File: src/rtl/vga_timing_gen.sv
// VGA raster timing generator: horizontal/vertical pixel counters with
// registered sync, visible-region, line-end and frame-start flags.
module vga_timing_gen #(
  parameter int H_ACTIVE = 800,
  parameter int H_FP     = 56,
  parameter int H_SYNC   = 120,
  parameter int H_BP     = 64,
  parameter int V_ACTIVE = 600,
  parameter int V_FP     = 37,
  parameter int V_SYNC   = 6,
  parameter int V_BP     = 23,
  parameter bit SYNC_POL = 1'b1
) (
  input  logic        clk,
  input  logic        rst,
  input  logic        pix_en,
  output logic [10:0] count_rgb,
  output logic [9:0]  reset_count_rgb,
  output logic        hsync,
  output logic        vsync,
  output logic        video_on,
  output logic        line_end,
  output logic        frame_start,
  output logic [7:0]  frame_count
);

  localparam int H_TOTAL = H_ACTIVE + H_FP + H_SYNC + H_BP;
  localparam int V_TOTAL = V_ACTIVE + V_FP + V_SYNC + V_BP;

  localparam logic [10:0] H_LAST = 11'(H_TOTAL - 1);
  localparam logic [10:0] H_VIS  = 11'(H_ACTIVE);
  localparam logic [10:0] HS_BEG = 11'(H_ACTIVE + H_FP);
  localparam logic [10:0] HS_END = 11'(H_ACTIVE + H_FP + H_SYNC);
  localparam logic [9:0]  V_LAST = 10'(V_TOTAL - 1);
  localparam logic [9:0]  V_VIS  = 10'(V_ACTIVE);
  localparam logic [9:0]  VS_BEG = 10'(V_ACTIVE + V_FP);
  localparam logic [9:0]  VS_END = 10'(V_ACTIVE + V_FP + V_SYNC);

  typedef enum logic {IDLE, RUN} state_t;

  state_t      state_q, state_d;
  logic [1:0]  rst_sync_q, rst_sync_d;
  logic [10:0] h_cnt_q, h_cnt_d;
  logic [9:0]  v_cnt_q, v_cnt_d;
  logic [7:0]  frame_cnt_q, frame_cnt_d;
  logic        hsync_q, hsync_d;
  logic        vsync_q, vsync_d;
  logic        video_on_q, video_on_d;
  logic        line_end_q, line_end_d;
  logic        frame_start_q, frame_start_d;
  logic        run_ok;
  logic        advance;

  // Reset release is retimed through two flops so the FSM never leaves IDLE
  // on an edge that races the falling reset.
  assign rst_sync_d = {rst_sync_q[0], 1'b0};
  assign run_ok     = ~rst_sync_q[1];

  // NOTE: every comb output gets a default first (hold), so no path can infer a latch.
  always_comb begin
    state_d       = state_q;
    h_cnt_d       = h_cnt_q;
    v_cnt_d       = v_cnt_q;
    frame_cnt_d   = frame_cnt_q;
    hsync_d       = hsync_q;
    vsync_d       = vsync_q;
    video_on_d    = video_on_q;
    line_end_d    = line_end_q;
    frame_start_d = frame_start_q;
    advance       = 1'b0;

    case (state_q)
      IDLE: begin
        if (pix_en && run_ok) begin
          state_d = RUN;
          h_cnt_d = '0;
          v_cnt_d = '0;
          advance = 1'b1;
        end
      end
      RUN: begin
        if (pix_en) begin
          advance = 1'b1;
          if (h_cnt_q == H_LAST) begin
            h_cnt_d = '0;
            if (v_cnt_q == V_LAST) begin
              v_cnt_d     = '0;
              frame_cnt_d = frame_cnt_q + 8'd1;
            end else begin
              v_cnt_d = v_cnt_q + 10'd1;
            end
          end else begin
            h_cnt_d = h_cnt_q + 11'd1;
          end
        end
      end
      default: state_d = IDLE;
    endcase

    // Flags are decoded from the next counter values so they register in
    // the same cycle as the counters they describe.
    if (advance) begin
      hsync_d       = ((h_cnt_d >= HS_BEG) && (h_cnt_d < HS_END)) ? SYNC_POL : ~SYNC_POL;
      vsync_d       = ((v_cnt_d >= VS_BEG) && (v_cnt_d < VS_END)) ? SYNC_POL : ~SYNC_POL;
      video_on_d    = (h_cnt_d < H_VIS) && (v_cnt_d < V_VIS);
      line_end_d    = (h_cnt_d == H_LAST);
      frame_start_d = (h_cnt_d == '0) && (v_cnt_d == '0);
    end
  end

  // NOTE: sequential state uses non-blocking assignments only, so every flop
  // samples pre-edge values regardless of statement order.
  always_ff @(posedge clk or posedge rst) begin
    if (rst) begin
      state_q       <= IDLE;
      rst_sync_q    <= 2'b11;
      h_cnt_q       <= '0;
      v_cnt_q       <= '0;
      frame_cnt_q   <= '0;
      hsync_q       <= ~SYNC_POL;
      vsync_q       <= ~SYNC_POL;
      video_on_q    <= 1'b0;
      line_end_q    <= 1'b0;
      frame_start_q <= 1'b0;
    end else begin
      state_q       <= state_d;
      rst_sync_q    <= rst_sync_d;
      h_cnt_q       <= h_cnt_d;
      v_cnt_q       <= v_cnt_d;
      frame_cnt_q   <= frame_cnt_d;
      hsync_q       <= hsync_d;
      vsync_q       <= vsync_d;
      video_on_q    <= video_on_d;
      line_end_q    <= line_end_d;
      frame_start_q <= frame_start_d;
    end
  end

  assign count_rgb       = h_cnt_q;
  assign reset_count_rgb = v_cnt_q;
  assign hsync           = hsync_q;
  assign vsync           = vsync_q;
  assign video_on        = video_on_q;
  assign line_end        = line_end_q;
  assign frame_start     = frame_start_q;
  assign frame_count     = frame_cnt_q;

endmodule

File: config.mk
export PLATFORM = sky130hd
export DESIGN_NAME = vga_timing_gen
export DESIGN_NICKNAME = d
export VERILOG_FILES = /design/src/rtl/vga_timing_gen.sv
export SDC_FILE = /design/constraint.sdc
export NUM_CORES = 1
export LEC_CHECK = 0
export BUFFER_PORTS_ARGS = -buffer_cell sky130_fd_sc_hd__buf_2
export CAP_MARGIN = 15
export CORE_MARGIN = 8
export CORE_UTILIZATION = 47
export CTS_CLUSTER_SIZE = 40
export DETAILED_ROUTE_END_ITERATION = 8
export PLACE_DENSITY = 0.8
export RECOVER_POWER = 100
export SLEW_MARGIN = 20
export SYNTH_ARGS = -nofsm -noshare
export SYNTH_HDL_FRONTEND = slang
export SYNTH_SLANG_ARGS = --single-unit
File: constraint.sdc
create_clock -name clk -period 3.7 [get_ports clk]
set_input_delay 0.74 -clock clk [delete_from_list [all_inputs] [get_ports clk]]
set_output_delay 0.74 -clock clk [all_outputs]
set_load 0.1 [all_outputs]
Word level (Yosys, flattened, before mapping)
Index checks and enable logic that the tools add are counted.

storage, ports and cells
  register bits after elaboration = 37
  bits in latches = 0
  memory bits (writable) = 0
  ROM bits = 0
  bits of input ports = 3
  output and inout port bits = 34
  word-level logic and storage cells = 47
  memories = 0

operators by class
  add/sub/neg operators = 3
  multipliers = 0
  divide/modulo/power cells = 0
  order comparisons = 6
  equal/unequal tests = 3
  shifts and indexed selects = 0
  mux-type cells = 15
  bitwise operators = 2
  reduce and logical (&&, ||, !) cells = 8

operators with widths
  kind                                                                            count
  10-bit two-way mux                                                              4
  11-bit two-way mux                                                              3
  11-bit equality test, second input constant                                     2
  11-bit by 10-bit less-than comparator with 1-bit output, second input constant  2
  11-bit case mux with 2 select lines                                             1
  10-bit less-than comparator, second input constant                              2
  10-bit case mux with 2 select lines                                             1
  11-bit by 1-bit adder with 11-bit output, second input constant                 1
  11-bit by 10-bit >= comparator with 1-bit output, second input constant         1
  11-bit zero test                                                                1
  10-bit by 1-bit adder with 10-bit output, second input constant                 1
  10-bit equality test, second input constant                                     1
  10-bit >= comparator, second input constant                                     1
  10-bit zero test                                                                1
  8-bit by 1-bit adder with 8-bit output, second input constant                   1
  1-bit logical AND                                                               5
  1-bit two-way mux                                                               5
  4-bit AND reduction                                                             1
  1-bit inverter                                                                  2
  1-bit case mux with 2 select lines                                              1

Longest topological paths before layout
  word-level depth = 8
  gate-level depth with buffers = 11
  mapped depth without buffers = 11

Worst setup path after synthesis
No wires, ideal clock.

  path type = flip-flop to flip-flop
  start = register v_cnt_q[0] (netlist: reset_count_rgb[0])
  end = register vsync_q (netlist: vsync)
  library setup time = 0.092 ns
  arrival = 3.107 ns
  required time = 3.608 ns
  path slack = 0.501 ns
  stages on the path, launching flop included = 11
  buffers on the path = 0
  clock period less this slack = 3.199 ns
  path through = dfrtp_1 > ha_1 > or4b_4 > nor3b_2 > nor2_1 > o211a_1 > a211oi_4 > inv_2 > nor4b_2 > a21oi_1 > o31ai_2

on the way
  longest elaborated chain between the ends = 8
  elaborated cells between the ends (all ways) = 11
  those cells by class = add/sub (1); order compare (2); eq/ne (1); mux (6); reduce/logical (1)

RTL lines
  element                                                                           line    RTL
  from (decl)                                                                       44      logic [9:0] v_cnt_q, v_cnt_d;
  from (signal assigned)                                                            129     v_cnt_q <= v_cnt_d;
  10-bit by 1-bit adder with 10-bit output or 10-bit equality test (tied branches)  90, 86
  10-bit two-way mux (*)                                                            86      if (v_cnt_q == V_LAST) begin
  10-bit two-way mux (*)                                                            84      if (h_cnt_q == H_LAST) begin
  10-bit two-way mux (*)                                                            82      if (pix_en) begin
  10-bit case mux with 2 select lines (*)                                           72      case (state_q)
  via v_cnt_d[7]                                                                    44
  10-bit >= comparator or 10-bit less-than comparator (tied branches)               104     vsync_d = ((v_cnt_d >= VS_BEG) && (v_cnt_d < VS_END)) ? SYNC_POL : ~SYNC_POL;
  1-bit logical AND (*)                                                             104
  1-bit two-way mux (*)                                                             104
  to (signal assigned)                                                              121     vsync_q <= ~SYNC_POL;
  to (signal assigned)                                                              132     vsync_q <= vsync_d;
  to (decl)                                                                         47      logic vsync_q, vsync_d;

The timed path passes the listed nets; every way through them passes the cells marked *.
A chain may end at the register's enable or synchronous reset.

Final worst setup path
  start = register v_cnt_q[1] (netlist: reset_count_rgb[1])
  end = register vsync_q (netlist: vsync)

on the way
  longest elaborated chain between the ends = 8
  elaborated cells between the ends (all ways) = 11
  those cells by class = add/sub (1); order compare (2); eq/ne (1); mux (6); reduce/logical (1)

RTL lines
  element                                                                           line
  10-bit by 1-bit adder with 10-bit output or 10-bit equality test (tied branches)  90, 86
  10-bit two-way mux                                                                86
  10-bit two-way mux                                                                84
  10-bit two-way mux                                                                82
  10-bit case mux with 2 select lines (*)                                           72
  10-bit >= comparator or 10-bit less-than comparator (tied branches)               104
  1-bit logical AND (*)                                                             104
  1-bit two-way mux (*)                                                             104

Every way passes the cells marked *; elsewhere a longest branch is shown, timed or not.

==> results.py <==
metrics = {
    "power": {
        "ir_worst_vdd_v": 0.000223,
        "leakage_nw": 1.08,
        "p_per_area_nw_per_um2": 475,
        "finalPower_mw": 1.15,
    },
    "clock_network": {
        "cts_made_buffers": 5,
        "cts_buffer_depth": 2,
        "cts_root_buf": "clkbuf_8",
        "htree_levels": 2,
        "cts.clk_slew.worst_paths_ps": 80,
        "cts_resized": 0,
        "post_cts_buffers": 0,
        "cts_hold_buf": 0,
        "clkLatencyLatePin_ps": 290,
        "clock_sinks": 37,
        "cts_tree": "done",
    },
    "global_routing": {
        "grt_pass1_wl_mm": 9.05,
        "grtUsageTotal": 0.155,
        "grt_max_degree": 30,
        "grt_pass1_vias": 1882,
        "overflow": 0,
        "antenna_found_initial": 0,
    },
    "hold_path": {
        "hold_start": "rst_sync_q[0]",
        "hp-class": "reg -> reg",
        "holdPathEnd": "rst_sync_q[1]",
        "min_path_cells": 0,
    },
    "timing": {
        "skew_ps": 9.30,
        "hold_viol": 0,
        "maxSlewHeadroom": 0.200,
        "maxSlewViolCount": 0,
        "fin_crit_ps": 3230,
        "tightestPinTransition_ps": 1210,
        "setup_viol": 0,
        "fmax_ghz": 0.309,
        "setup_tns_ps": 0,
        "period_share": 0.874,
        "rsz0062_at_grt": "false",
    },
    "layout": {
        "drive_gt1_frac": 0.0794,
        "area_growth_pct": 11.4,
        "final_nets": 283,
        "final_util": 0.547,
        "n_antenna_cell": 0,
        "nFillCells": 414,
    },
    "route": {
        "vias_per_cell": 6.02,
        "postRouteAntennaNets": 0,
        "wl_met3_um": 324,
        "via_count": 1982,
        "dr.pass1.iters": 4,
        "routed.top_layer": "met4",
        "initialDrtViolationCount": 270,
        "wirelength_mm": 5.51,
        "drcViolationCount": 0,
        "wl_met2_mm": 2.67,
        "wl_per_cell_um": 16.8,
        "wl_met1_mm": 2.43,
    },
    "placement": {
        "place_congestion": 0.934,
        "place_hpwl_mm": 4.01,
        "portBuffers": 36,
    },
    "synth": {
        "syn_nets": 245,
        "synth-main-ff-cell": "dfrtp_1",
        "ys_seq_area_frac": 0.428,
        "async_flop_share": 1.00,
        "synth_area_um2": 2170,
        "yosysMostFrequentCell": "dfrtp_1",
        "syn_avg_cell_area_um2": 9.11,
        "yosys.area.top_type": "dfrtp_1",
        "yosysUniqueCellTypes": 58,
        "ys_ff_latch": 37,
        "yosysWarnings": 0,
        "yosys-top-cells-area": "dfrtp_1 40%, nand2_1 4.3%, o21ai_0 3.7%",
        "postSynthCellCount": 238,
        "synth_edf_count": 0,
        "yosys.area.top_type_share": 0.404,
        "synth_commonest_cells": "35 x dfrtp_1, 25 x nand2_1, 16 x inv_1, 16 x o21ai_0, 14 x nor2_1",
    },
    "critical_path": {
        "cp_data_required_time_ps": 3910,
        "worstSetupStartpointType": "flop",
        "critical_path_class": "reg -> reg",
        "max_stage_delay_ps": 520,
        "path_cells": "inv_1 -> ha_1 -> or4b_1 -> nor3_1 -> nor4b_1 -> a211oi_1 -> nand2_1 -> nor4_1 -> a21oi_1 -> o31ai_2",
        "r2r_cells": 10,
        "critical-path-top-delay-family": "simple AND/OR/NAND/NOR gates",
        "rr_startpoint": "reset_count_rgb[1]",
        "cp.arrival_ps": 3440,
        "end_kind": "flop",
        "worst-path-stages": 10,
        "crit_fanout": 6,
        "crit_buf_inv": 1,
        "slowest_stage": "nor3_1",
        "r2r_slack_ps": 470,
        "r2r_end": "vsync",
    },
    "floorplan": {
        "design.die.area_um2": 7040,
        "num_rows": 24,
        "num_io_pins": 37,
        "start_util": 0.491,
        "die_h_um": 83.9,
        "core_um2": 4410,
        "fp.dieW_um": 83.9,
    },
    "status": {
        "status": "finished clean",
    },
    "flow_run": {
        "maxCapViolCount": 0,
    },
}
-- worst max path at each step --
stage / startpoint / endpoint / slack, ps
floorplan: reset_count_rgb[0] / vsync / 500
detailed placement: pix_en / frame_start / 750
CTS: reset_count_rgb[1] / vsync / 770
global placement: pix_en / frame_start / 780
global route: reset_count_rgb[0] / vsync / 340
finish: reset_count_rgb[1] / vsync / 470
-- cells in the final DEF, fill, tap and decap left out, drive strengths merged, types with 2 or more instances in the layout --
cell,n
o21ai,17
buf,3
a22oi,2
nor4,5
o31ai,3
o21a,2
mux2,2
a32o,4
a41o,2
xnor2,5
and2,3
nand4,8
nor4b,3
or3,2
a211oi,3
a21oi,9
and4,2
nor3b,5
clkinv,2
nand2b,4
a31oi,5
nor3,9
nor2,14
inv,17
dfstp,2
nand2,25
ha,4
dfrtp,35
nand3,12
and3,5
xor2,3
clkbuf,41
and4bb,2
-- cells by family (layout without fill, tap and decap cells) --
family | Yosys count | in the layout | share of synthesized area
other cells | 1 | 1 | 0.00173
xor+xnor | 8 | 8 | 0.0323
compound gates | 56 | 56 | 0.185
simple gates | 104 | 104 | 0.269
mux | 3 | 3 | 0.0150
flops | 37 | 37 | 0.428
buf+inv | 25 | 64 | 0.0456
fa+ha+maj | 4 | 4 | 0.0231
-- registers in the layout, indices dropped and copies added (netlist names) --
register and flops:
count_rgb 11, hsync 1, vsync 1, frame_start 1, state_q 1, reset_count_rgb 10
line_end 1, video_on 1, frame_count 8, rst_sync_q 2
-- area by class of cell --
class                   count  area (um2)  share of cell area
multi-input cells         176        1120               0.463
flip-flops and latches     37         928               0.384
repair buffers             39         153              0.0632
clock buffers               5        68.8              0.0285
well taps                  52        65.1              0.0269
inverters                  17        63.8              0.0264
clock inverters             3        17.5             0.00725
-- stage by stage --
step           instances  setup slack, ps  hold WS, ps  cell area, um2
2_1_floorplan        238              501          345            2170
3_3_place_gp         321              781          346            2400
3_5_place_dp         321              747          350            2400
4_1_cts              329              773          362            2490
5_1_grt              329              342          362            2410
6_report             329              466          359            2410
-- power by group --
part / switching (mW) / internal (mW)
combinational: 0.320 / 0.0628
sequential: 0.0493 / 0.436
clock: 0.150 / 0.130
total: 0.518 / 0.629
-- layer usage --
metal / vias up / GRT usage
met5: - / 0
met4: 0 / 0.0455
met3: 13 / 0.0352
met2: 75 / 0.258
met1: 935 / 0.193
li1: 959 / -
Note: power is estimated with default switching activity, not from simulation.
